==> src/rtl/pito_pkg.sv <==
// pito_pkg: shared types and constants for the pito program loader.
//   loader_state_e   - loader FSM state encoding
//   LOADER_SYNC      - default frame start marker
//   LOADER_TGT_*     - CMD bit0 target select values
//   LOADER_HDR_*_W   - header field widths (ADDR and LEN are 16-bit word values)
// Optional feature macro: PITO_PROG_LOADER_CSUM_EN adds the CSUM state.
package pito_pkg;

  localparam logic [7:0] LOADER_SYNC     = 8'hA5;
  localparam logic       LOADER_TGT_IMEM = 1'b0;
  localparam logic       LOADER_TGT_DMEM = 1'b1;

  localparam int LOADER_HDR_ADDR_W = 16;
  localparam int LOADER_HDR_LEN_W  = 16;
  localparam int LOADER_WORD_W     = 32;

  typedef enum logic [3:0] {
    ST_IDLE  = 4'd0,
    ST_CMD   = 4'd1,
    ST_ADDR0 = 4'd2,
    ST_ADDR1 = 4'd3,
    ST_LEN0  = 4'd4,
    ST_LEN1  = 4'd5,
    ST_DATA  = 4'd6,
    ST_WRITE = 4'd7,
`ifdef PITO_PROG_LOADER_CSUM_EN
    ST_CSUM  = 4'd8,
`endif
    ST_DONE  = 4'd9
  } loader_state_e;

endpackage

==> src/rtl/pito_word_assembler.sv <==
// pito_word_assembler: collects data bytes LSB-first into 32-bit words.
//   clk, rst      - core clock, async active-high reset
//   clear_i       - drop any partial word and restart the byte counter
//   data_en_i     - byte_i is an accepted data byte
//   byte_i        - incoming byte
//   word_next_o   - word including byte_i, valid when word_done_o is high
//   word_done_o   - this accepted byte completes a word
//   xor_en_i      - (PITO_PROG_LOADER_CSUM_EN) fold byte_i into checksum
//   csum_o        - (PITO_PROG_LOADER_CSUM_EN) running XOR of folded bytes
module pito_word_assembler
  import pito_pkg::*;
(
  input  logic                     clk,
  input  logic                     rst,
  input  logic                     clear_i,
  input  logic                     data_en_i,
  input  logic [7:0]               byte_i,
`ifdef PITO_PROG_LOADER_CSUM_EN
  input  logic                     xor_en_i,
  output logic [7:0]               csum_o,
`endif
  output logic [LOADER_WORD_W-1:0] word_next_o,
  output logic                     word_done_o
);

  logic [LOADER_WORD_W-1:0] shift_q, shift_d;
  logic [1:0]               cnt_q, cnt_d;

  // Bytes enter at the top so after four shifts the first byte sits in [7:0].
  assign word_next_o = {byte_i, shift_q[LOADER_WORD_W-1:8]};
  assign word_done_o = data_en_i && (cnt_q == 2'd3);

  always_comb begin
    shift_d = shift_q;
    cnt_d   = cnt_q;
    if (clear_i) begin
      shift_d = '0;
      cnt_d   = 2'd0;
    end else if (data_en_i) begin
      shift_d = word_next_o;
      cnt_d   = cnt_q + 2'd1;
    end
  end

  always_ff @(posedge clk or posedge rst) begin
    if (rst) begin
      shift_q <= '0;
      cnt_q   <= 2'd0;
    end else begin
      shift_q <= shift_d;
      cnt_q   <= cnt_d;
    end
  end

`ifdef PITO_PROG_LOADER_CSUM_EN
  logic [7:0] acc_q, acc_d;

  assign csum_o = acc_q;

  always_comb begin
    acc_d = acc_q;
    if (clear_i)       acc_d = 8'h00;
    else if (xor_en_i) acc_d = acc_q ^ byte_i;
  end

  always_ff @(posedge clk or posedge rst) begin
    if (rst) acc_q <= 8'h00;
    else     acc_q <= acc_d;
  end
`endif

endmodule

==> src/rtl/pito_prog_loader.sv <==
// pito_prog_loader: framed byte stream -> imem/dmem single-cycle word writes.
//   clk, rst                 - core clock, async active-high reset
//   rx_data/rx_valid/rx_ready- byte input handshake
//   imem_* / dmem_*          - write ports (req/we pulse, be=F on write)
//   pito_program             - high while a frame is in flight (CMD..DONE)
//   load_done / load_err     - one-cycle completion / abort pulses
// Optional feature macro: PITO_PROG_LOADER_CSUM_EN (trailing XOR checksum byte).
//
// state | meaning
// IDLE  | discard bytes until SYNC
// CMD   | target select byte, bits 7:1 must be zero
// ADDR0 | start word address, low byte
// ADDR1 | start word address, high byte
// LEN0  | word count, low byte
// LEN1  | word count, high byte (zero skips data)
// DATA  | collecting the four bytes of a word
// WRITE | write pulse on the target port, pointer/count advance
// CSUM  | checksum byte compare (optional)
// DONE  | load_done pulse, input stalled
module pito_prog_loader
  import pito_pkg::*;
#(
  parameter int         IMEM_ADDR_W = 12,
  parameter int         DMEM_ADDR_W = 12,
  parameter logic [7:0] SYNC_BYTE   = LOADER_SYNC
) (
  input  logic                   clk,
  input  logic                   rst,
  input  logic [7:0]             rx_data,
  input  logic                   rx_valid,
  output logic                   rx_ready,
  output logic [31:0]            imem_wdata,
  output logic [IMEM_ADDR_W-1:0] imem_addr,
  output logic                   imem_req,
  output logic                   imem_we,
  output logic [3:0]             imem_be,
  output logic [31:0]            dmem_wdata,
  output logic [DMEM_ADDR_W-1:0] dmem_addr,
  output logic                   dmem_req,
  output logic                   dmem_we,
  output logic [3:0]             dmem_be,
  output logic                   pito_program,
  output logic                   load_done,
  output logic                   load_err
);

  // One pointer wide enough for either target; each port takes its low bits,
  // so wrapping at the wider width still wraps the narrower one correctly.
  localparam int PTR_W = (IMEM_ADDR_W > DMEM_ADDR_W) ? IMEM_ADDR_W : DMEM_ADDR_W;

`ifdef PITO_PROG_LOADER_CSUM_EN
  localparam loader_state_e ST_AFTER_DATA = ST_CSUM;
`else
  localparam loader_state_e ST_AFTER_DATA = ST_DONE;
`endif

  loader_state_e                state_q, state_d;
  logic                         tgt_q, tgt_d;
  logic [PTR_W-1:0]             ptr_q, ptr_d;
  logic [LOADER_HDR_LEN_W-1:0]  cnt_q, cnt_d;

  logic                   rx_ready_q, rx_ready_d;
  logic [31:0]            imem_wdata_q, imem_wdata_d;
  logic [IMEM_ADDR_W-1:0] imem_addr_q, imem_addr_d;
  logic                   imem_req_q, imem_req_d;
  logic [31:0]            dmem_wdata_q, dmem_wdata_d;
  logic [DMEM_ADDR_W-1:0] dmem_addr_q, dmem_addr_d;
  logic                   dmem_req_q, dmem_req_d;
  logic                   pito_program_q, pito_program_d;
  logic                   load_done_q, load_done_d;
  logic                   load_err_q, load_err_d;

  logic        accept;
  logic        asm_clear, asm_data_en;
  logic [31:0] word_next;
  logic        word_done;
`ifdef PITO_PROG_LOADER_CSUM_EN
  logic        asm_xor_en;
  logic [7:0]  csum;
`endif

  assign accept = rx_valid && rx_ready_q;

  pito_word_assembler u_asm (
    .clk         (clk),
    .rst         (rst),
    .clear_i     (asm_clear),
    .data_en_i   (asm_data_en),
    .byte_i      (rx_data),
`ifdef PITO_PROG_LOADER_CSUM_EN
    .xor_en_i    (asm_xor_en),
    .csum_o      (csum),
`endif
    .word_next_o (word_next),
    .word_done_o (word_done)
  );

  always_comb begin
    state_d      = state_q;
    tgt_d        = tgt_q;
    ptr_d        = ptr_q;
    cnt_d        = cnt_q;
    imem_wdata_d = imem_wdata_q;
    imem_addr_d  = imem_addr_q;
    imem_req_d   = 1'b0;
    dmem_wdata_d = dmem_wdata_q;
    dmem_addr_d  = dmem_addr_q;
    dmem_req_d   = 1'b0;
    load_err_d   = 1'b0;
    asm_clear    = 1'b0;
    asm_data_en  = 1'b0;
`ifdef PITO_PROG_LOADER_CSUM_EN
    asm_xor_en   = 1'b0;
`endif

    case (state_q)
      ST_IDLE: begin
        asm_clear = 1'b1;
        if (accept && rx_data == SYNC_BYTE) state_d = ST_CMD;
      end
      ST_CMD: if (accept) begin
`ifdef PITO_PROG_LOADER_CSUM_EN
        asm_xor_en = 1'b1;
`endif
        if (rx_data[7:1] != 7'd0) begin
          load_err_d = 1'b1;
          state_d    = ST_IDLE;
        end else begin
          tgt_d   = rx_data[0];
          state_d = ST_ADDR0;
        end
      end
      ST_ADDR0: if (accept) begin
`ifdef PITO_PROG_LOADER_CSUM_EN
        asm_xor_en = 1'b1;
`endif
        ptr_d   = PTR_W'({rx_data, rx_data});
        state_d = ST_ADDR1;
      end
      ST_ADDR1: if (accept) begin
`ifdef PITO_PROG_LOADER_CSUM_EN
        asm_xor_en = 1'b1;
`endif
        // Truncation to the target width happens here; upper ADDR bits are ignored.
        ptr_d   = PTR_W'({rx_data, ptr_q[7:0]});
        state_d = ST_LEN0;
      end
      ST_LEN0: if (accept) begin
`ifdef PITO_PROG_LOADER_CSUM_EN
        asm_xor_en = 1'b1;
`endif
        cnt_d   = {8'h00, rx_data};
        state_d = ST_LEN1;
      end
      ST_LEN1: if (accept) begin
`ifdef PITO_PROG_LOADER_CSUM_EN
        asm_xor_en = 1'b1;
`endif
        cnt_d   = {rx_data, cnt_q[7:0]};
        state_d = ({rx_data, cnt_q[7:0]} == 16'd0) ? ST_AFTER_DATA : ST_DATA;
      end
      ST_DATA: if (accept) begin
`ifdef PITO_PROG_LOADER_CSUM_EN
        asm_xor_en = 1'b1;
`endif
        asm_data_en = 1'b1;
        // Write outputs are registered, so they are loaded on the 4th byte and
        // appear during the WRITE cycle that follows.
        if (word_done) begin
          state_d = ST_WRITE;
          if (tgt_q == LOADER_TGT_IMEM) begin
            imem_req_d   = 1'b1;
            imem_wdata_d = word_next;
            imem_addr_d  = ptr_q[IMEM_ADDR_W-1:0];
          end else begin
            dmem_req_d   = 1'b1;
            dmem_wdata_d = word_next;
            dmem_addr_d  = ptr_q[DMEM_ADDR_W-1:0];
          end
        end
      end
      ST_WRITE: begin
        ptr_d   = ptr_q + PTR_W'(1);
        cnt_d   = cnt_q - 16'd1;
        state_d = (cnt_q != 16'd1) ? ST_DATA : ST_AFTER_DATA;
      end
`ifdef PITO_PROG_LOADER_CSUM_EN
      ST_CSUM: if (accept) begin
        if (rx_data == csum) begin
          state_d = ST_DONE;
        end else begin
          load_err_d = 1'b1;
          state_d    = ST_IDLE;
        end
      end
`endif
      ST_DONE:  state_d = ST_IDLE;
      default:  state_d = ST_IDLE;
    endcase

    rx_ready_d     = !(state_d == ST_WRITE || state_d == ST_DONE);
    pito_program_d = (state_d != ST_IDLE);
    load_done_d    = (state_d == ST_DONE);
  end

  always_ff @(posedge clk or posedge rst) begin
    if (rst) begin
      state_q        <= ST_IDLE;
      tgt_q          <= LOADER_TGT_IMEM;
      ptr_q          <= '0;
      cnt_q          <= '0;
      rx_ready_q     <= 1'b1;
      imem_wdata_q   <= '0;
      imem_addr_q    <= '0;
      imem_req_q     <= 1'b0;
      dmem_wdata_q   <= '0;
      dmem_addr_q    <= '0;
      dmem_req_q     <= 1'b0;
      pito_program_q <= 1'b0;
      load_done_q    <= 1'b0;
      load_err_q     <= 1'b0;
    end else begin
      state_q        <= state_d;
      tgt_q          <= tgt_d;
      ptr_q          <= ptr_d;
      cnt_q          <= cnt_d;
      rx_ready_q     <= rx_ready_d;
      imem_wdata_q   <= imem_wdata_d;
      imem_addr_q    <= imem_addr_d;
      imem_req_q     <= imem_req_d;
      dmem_wdata_q   <= dmem_wdata_d;
      dmem_addr_q    <= dmem_addr_d;
      dmem_req_q     <= dmem_req_d;
      pito_program_q <= pito_program_d;
      load_done_q    <= load_done_d;
      load_err_q     <= load_err_d;
    end
  end

  assign rx_ready     = rx_ready_q;
  assign imem_wdata   = imem_wdata_q;
  assign imem_addr    = imem_addr_q;
  assign imem_req     = imem_req_q;
  assign imem_we      = imem_req_q;
  assign imem_be      = {4{imem_req_q}};
  assign dmem_wdata   = dmem_wdata_q;
  assign dmem_addr    = dmem_addr_q;
  assign dmem_req     = dmem_req_q;
  assign dmem_we      = dmem_req_q;
  assign dmem_be      = {4{dmem_req_q}};
  assign pito_program = pito_program_q;
  assign load_done    = load_done_q;
  assign load_err     = load_err_q;

endmodule
==> config.mk <==
export PLATFORM = sky130hd
export DESIGN_NAME = pito_prog_loader
export DESIGN_NICKNAME = d
export VERILOG_FILES = /design/src/rtl/pito_pkg.sv /design/src/rtl/pito_word_assembler.sv /design/src/rtl/pito_prog_loader.sv
export SDC_FILE = /design/constraint.sdc
export NUM_CORES = 1
export LEC_CHECK = 0
export BUFFER_PORTS_ARGS = -buffer_cell sky130_fd_sc_hd__buf_2
export CORE_UTILIZATION = 50
export DETAILED_ROUTE_END_ITERATION = 10
export GPL_TIMING_DRIVEN = 0
export PLACE_DENSITY_LB_ADDON = 0.2
export SLEW_MARGIN = 20
export SYNTH_ARGS = -nofsm -noshare
export SYNTH_HDL_FRONTEND = slang
export SYNTH_SLANG_ARGS = --single-unit
==> constraint.sdc <==
create_clock -name clk -period 5.1 [get_ports clk]
set_input_delay 0.51 -clock clk [delete_from_list [all_inputs] [get_ports clk]]
set_output_delay 0.51 -clock clk [all_outputs]
set_load 0.02 [all_outputs]
Yosys cells after proc, flatten, opt, wreduce, memory -nomap -nowiden
Cells that the tools add are included.
- bits in registers: 161
- input port bits: 11
- output and inout port bits: 104
- logic and storage cells: 98
- add/sub/neg operators: 3
- equal/unequal tests: 16
- muxes and demuxes: 36
- bitwise gates (word level): 4
- reductions and logical operators: 21
- operators by type and width (cell ; count):
    2-to-1 mux 32 bit ; 2
    case mux 16 bit (3 select lines) ; 1
    2-to-1 mux 4 bit ; 10
    case mux 12 bit (3 select lines) ; 1
    2-to-1 mux 16 bit ; 2
    case mux 4 bit (8 select lines) ; 1
    2-to-1 mux 12 bit ; 2
    equality test 4 x 3 -> 1 bit (second input constant) ; 5
    logical NOT 16 bit ; 1
    inequality test 16 x 1 -> 1 bit (second input constant) ; 1
    subtractor 16 x 1 -> 16 bit (second input constant) ; 1
    AND reduction 3 bit ; 5
    2-to-1 mux 1 bit ; 14
    adder 12 x 1 -> 12 bit (second input constant) ; 1
    equality test 4 x 2 -> 1 bit (second input constant) ; 2
    equality test 8 bit (second input constant) ; 1
    inequality test 2 bit (second input constant) ; 4
    AND reduction 4 bit ; 2
    nonzero test 7 bit ; 1
    2-to-1 mux 2 bit ; 3
    nonzero test 2 bit ; 3
    nonzero test 3 bit ; 2
    equality test 4 x 1 -> 1 bit (second input constant) ; 1
    equality test 4 bit (second input constant) ; 1
    other kinds (8) ; 13

Longest topological paths before layout
- depth after elaboration: 10
- gate-level depth with buffers: 8
- gate-level depth less buffers: 7

By module
Synthesis repeated with hierarchy kept, for this count alone.
- cells, all modules: 573
- area total of the unflattened synthesis: 6887.9 um2
- modules (own cells, without submodules) (module ; times used ; cells an instance ; area each (um2) ; seq. area each (um2)):
    pito_prog_loader ; 1 ; 478 ; 5729.2 ; 3179.3
    pito_word_assembler ; 1 ; 95 ; 1158.6 ; 650.6

Worst setup path before layout
OpenSTA, ideal clock, no wires.
- path kind: flip-flop to flip-flop
- from: register rx_ready_q (netlist: rx_ready)
- to: register imem_wdata_q[25] (netlist: imem_wdata[25])
- library setup time: 125 ps
- data arrival time: 2094 ps
- data required time: 4975 ps
- slack: 2881 ps
- stages on the path, launching flop included: 7
- buffers on the path: 1
- period minus slack after synthesis: 2219 ps
- cells stage by stage: dfstp_2 -> nand2_1 -> nor3_2 -> nand2_1 -> nor2_2 -> buf_2 -> mux2_2
- word-level cells in the longest chain between the ends: 5
- ends and longest elaborated chain (item ; RTL line ; RTL):
    start, declared ; pito_prog_loader.sv:62 ; logic rx_ready_q, rx_ready_d;
    start signal, assigned ; pito_prog_loader.sv:227 ; rx_ready_q <= rx_ready_d;
    logical AND 1 bit * ; pito_prog_loader.sv:82 ; assign accept = rx_valid && rx_ready_q;
    2-to-1 mux 1 bit ; pito_prog_loader.sv:162 ; ST_DATA: if (accept) begin
    2-to-1 mux 1 bit ; pito_prog_loader.sv:116 ; case (state_q)
    logical AND 1 bit ; pito_word_assembler.sv:31 ; assign word_done_o = data_en_i && (cnt_q == 2'd3);
    AND reduction 4 bit (no line) * ; -- ;
    end signal, assigned ; pito_prog_loader.sv:228 ; imem_wdata_q <= imem_wdata_d;
    end, declared ; pito_prog_loader.sv:63 ; logic [31:0] imem_wdata_q, imem_wdata_d;
Mark *: on every way between the ends. The rest lies on a longest branch, timed or not.
A chain may end at the register's enable or synchronous reset.

Final worst setup path
- from: register rx_ready_q (netlist: rx_ready)
- to: register imem_addr_q[6] (netlist: imem_addr[6])
- word-level cells in the longest chain between the ends: 5
- ends and longest elaborated chain (item ; RTL line ; RTL):
    logical AND 1 bit * ; pito_prog_loader.sv:82 ;
    2-to-1 mux 1 bit ; pito_prog_loader.sv:162 ;
    2-to-1 mux 1 bit ; pito_prog_loader.sv:116 ;
    logical AND 1 bit ; pito_word_assembler.sv:31 ;
    AND reduction 4 bit (no line) * ; -- ;
    end signal, assigned ; pito_prog_loader.sv:229 ; imem_addr_q <= imem_addr_d;
    end, declared ; pito_prog_loader.sv:64 ; logic [IMEM_ADDR_W-1:0] imem_addr_q, imem_addr_d;
Marked as above.

==> key figures <==
Placed design
  – Setup WS pre-CTS: about 2.4 ns
  – HPWL after detailed placement: roughly 11 mm
  – Placer Congestion: a little over 0.9
  – Number of port buffers: 111
  – Post-DP Area: 7560 µm²

Clock network
  – H-tree depth: 4
  – Max Root-Sink Buffers: 2
  – Cts bufs inserted: 17
  – CTS Hold Bufs: 0
  – Clock root cell: clkbuf_16
  – PostCTS Resize Cnt: 0
  – Sinks on Clock Net: 153
  – Post-CTS setup buffer count: 0
  – Clk_lat worst skew: approximately 0.42 ns
  – Clock transition at path regs: 0.06 ns
  – CTS tree: yes

Critical path
  – Worst r2r src: rx_ready
  – CP max-delay cell: nor3_2
  – Worst endpoint required time: 5.40 ns
  – Worst Setup SP: rx_ready
  – CP Capture Type: flip-flop
  – Critical Path, Cell by Cell: nand2_1, nor3_2, nand2_1, nor2_2, buf_2, mux2_2
  – Kind of critical path: flip-flop to flip-flop
  – Crit-path most repeated cell: nand2_1
  – Crit path arrival time: 2.94 ns
  – Critical path startpoint category: flip-flop
  – Max stage delay on crit path: 0.55 ns
  – Worst Path Max Fanout: 10

Floorplanning
  – Boundary Pins: 115
  – Row Count: 42
  – Die Y: 118 µm
  – Die area: 14000 µm²
  – Initial core utilization: 51.2%
  – Core Region: 13200 µm²
  – Die X-Extent: around 120 µm

Timing
  – RSZ-0062 raised after global routing: false
  – Final setup viols: 0
  – Worst Tran Pin Value: 1.06 ns
  – Final worst slack: between 2 and 2.5 ns
  – Crit share post-route: 51.6%
  – Final hold vios: 0
  – Rel. slew slack: 28.7%
  – Max Freq: 0.380 GHz
  – Clock skew: 0.00526 ns
  – Max-slew violations: 0
  – Period minus WS final: 2.63 ns

Logic synthesis
  – Post-synth ARST share: 100%
  – Area leader, netlist: dfrtp_1
  – Top post-synthesis cells by area: dfrtp_1, mux2_2, o21ai_0
  – Yosys top cell area share: 56.4%
  – Sequential fraction of the synthesis area: between 50% and 60%
  – Syn_area_per_cell: between 10 and 15 µm²
  – Synth Warn #: 0
  – #FFs+latches synth: 153
  – Syn Inst Count: about 590
  – Post-Syn Area: 6750 µm²
  – Top_reg_cell synth: dfrtp_1
  – Count leader, synth: dfrtp_1
  – Syn Nets: 604
  – Number of synthesized flops with an enable pin: 0
  – Count of cell types in the netlist: 57
  – Leading cell types by count after synthesis: dfrtp_1, nand2_1, mux2_2

Outcome
  – Outcome: finished, final reports clean

Route
  – Initial DRC Count: 541
  – DR vias: 5199
  – Via density: 5.73
  – Routed Antenna Nets: 0
  – Post-Route WL: roughly 16 mm
  – Routed len/inst: 17.9 µm
  – Post-route DRC: 0
  – First drt pass iteration count: 5

Global route
  – Largest net degree at the start of global routing: just under 100
  – Met3 Track Usage GR: 5.84%
  – Number of global-route vias before repair: 5098
  – GR Util met1: 32.8%
  – Initial antenna violation count: 0
  – GR peak layer: met2
  – Met2 track demand over resource: 38.3%
  – First-pass GRT wire length: 26.4 mm
  – Gr usage total: 24.7%
  – GR Overflow Total: 0

Hold path
  – HP Class: primary input to asynchronous set/reset pin

Cells and area
  – Fill count: 1076
  – Area growth, synth to finish: 21.0%
  – Design area: 8170 µm²
  – Final nets: ~740
  – Inserted Diodes: 0
  – Layout cells sized above 1: 35.2%

Power
  – Power per cell area: 466 nW/µm²
  – Worst vdd ir: 0.220 mV
  – Pleak: ~0.0042 µW

Job
  – Max-Cap Viols: 0
==> sequential cells by signal, summed over array words and instances (netlist names), 2 cells and up <==
signal / flops
u_asm.shift_q: 24
u_asm.cnt_q: 2
imem_addr: 12
dmem_addr: 12
state_q: 4
imem_wdata: 32
dmem_wdata: 32
ptr_q: 12
cnt_q: 16
==> worst max-delay path: cells and delay by family, from the launching register on <==
kind                   cells  cell delay (ns)
DFF                        1             0.54
buffers and inverters      1             0.36
muxes                      1             0.37
and+or+nand+nor            4             1.23
==> cells by family after synthesis <==
kind of cell | synth area share (%)
AOI/OAI and AO/OA | 10.7
and+or+nand+nor | 13.1
buffers and inverters | 3.60
adders and majority gates | 0.927
DFF | 56.7
muxes | 15.0
==> where the power goes <==
group	leakage (µW)	switching [µW]	internal, µW
logic	0.00182	569	340
registers	0.00208	221	1390
clock network	0.000297	500	785
==> final cells by class <==
class,instances,area [µm²],share of cell area (%)
plain buffers,40,216,2.65
clock buffers,18,439,5.38
clock inverters,13,169,2.07
inverters,7,33.8,0.414
multi-input cells,388,2680,32.8
flip-flops and latches,153,3830,46.9
well taps,176,220,2.70
repair buffers,112,583,7.14
==> placed cells by master, fill, tap and decap left out, types with 4 or more instances in the layout <==
cell / count
a21oi_1: 13
a22oi_1: 8
a31oi_1: 6
and2_1: 4
and3_1: 5
buf_2: 118
buf_4: 10
clkbuf_1: 21
clkbuf_16: 17
clkinv_4: 4
dfrtp_1: 152
ha_1: 5
inv_1: 6
mux2_1: 10
mux2_2: 77
nand2_1: 78
nand3_1: 9
nand4_1: 4
nor2_1: 31
nor3_1: 10
nor4_1: 6
o211ai_1: 4
o21ai_0: 60
o22ai_1: 4
o2bb2ai_1: 4
==> path summary, 6_finish.rpt <==
path	endpoint	slack (ns)	cells past startpoint
min in group clk	u_asm.shift_q[31]	0.46	3
max in group asynchronous	dmem_wdata[24]	4.21	3
min	load_done	0.1	2
max reg2reg	imem_addr[6]	2.47	6
min reg2reg	dmem_addr[1]	0.50	1
max	imem_addr[6]	2.47	6
==> metal layers <==
| metal | share of wire [%] | wire (µm) |
|---|---|---|
| met1 | 43 | 6970 |
| met2 | 47 | 7610 |
| met5 | 0 | 0 |
| met4 | 2.3 | 382 |
| met3 | 8.1 | 1310 |
==> through the flow <==
stage / util (%) / total power, µW / hold slack, ns / setup TNS (ns) / cells
after floorplan: - / 2230 / 0.455 / 0 / 588
after global placement: 57.0 / 2470 / 0.463 / -155.78 / 875
after detailed placement: 57.3 / 2510 / 0.469 / 0 / 876
after CTS: 61.9 / 3810 / 0.109 / 0 / 907
after global routing: 61.9 / 4000 / 0.131 / 0 / 907
final: 61.9 / 3800 / 0.0985 / 0 / 907
(Power assumes the default switching activity.)
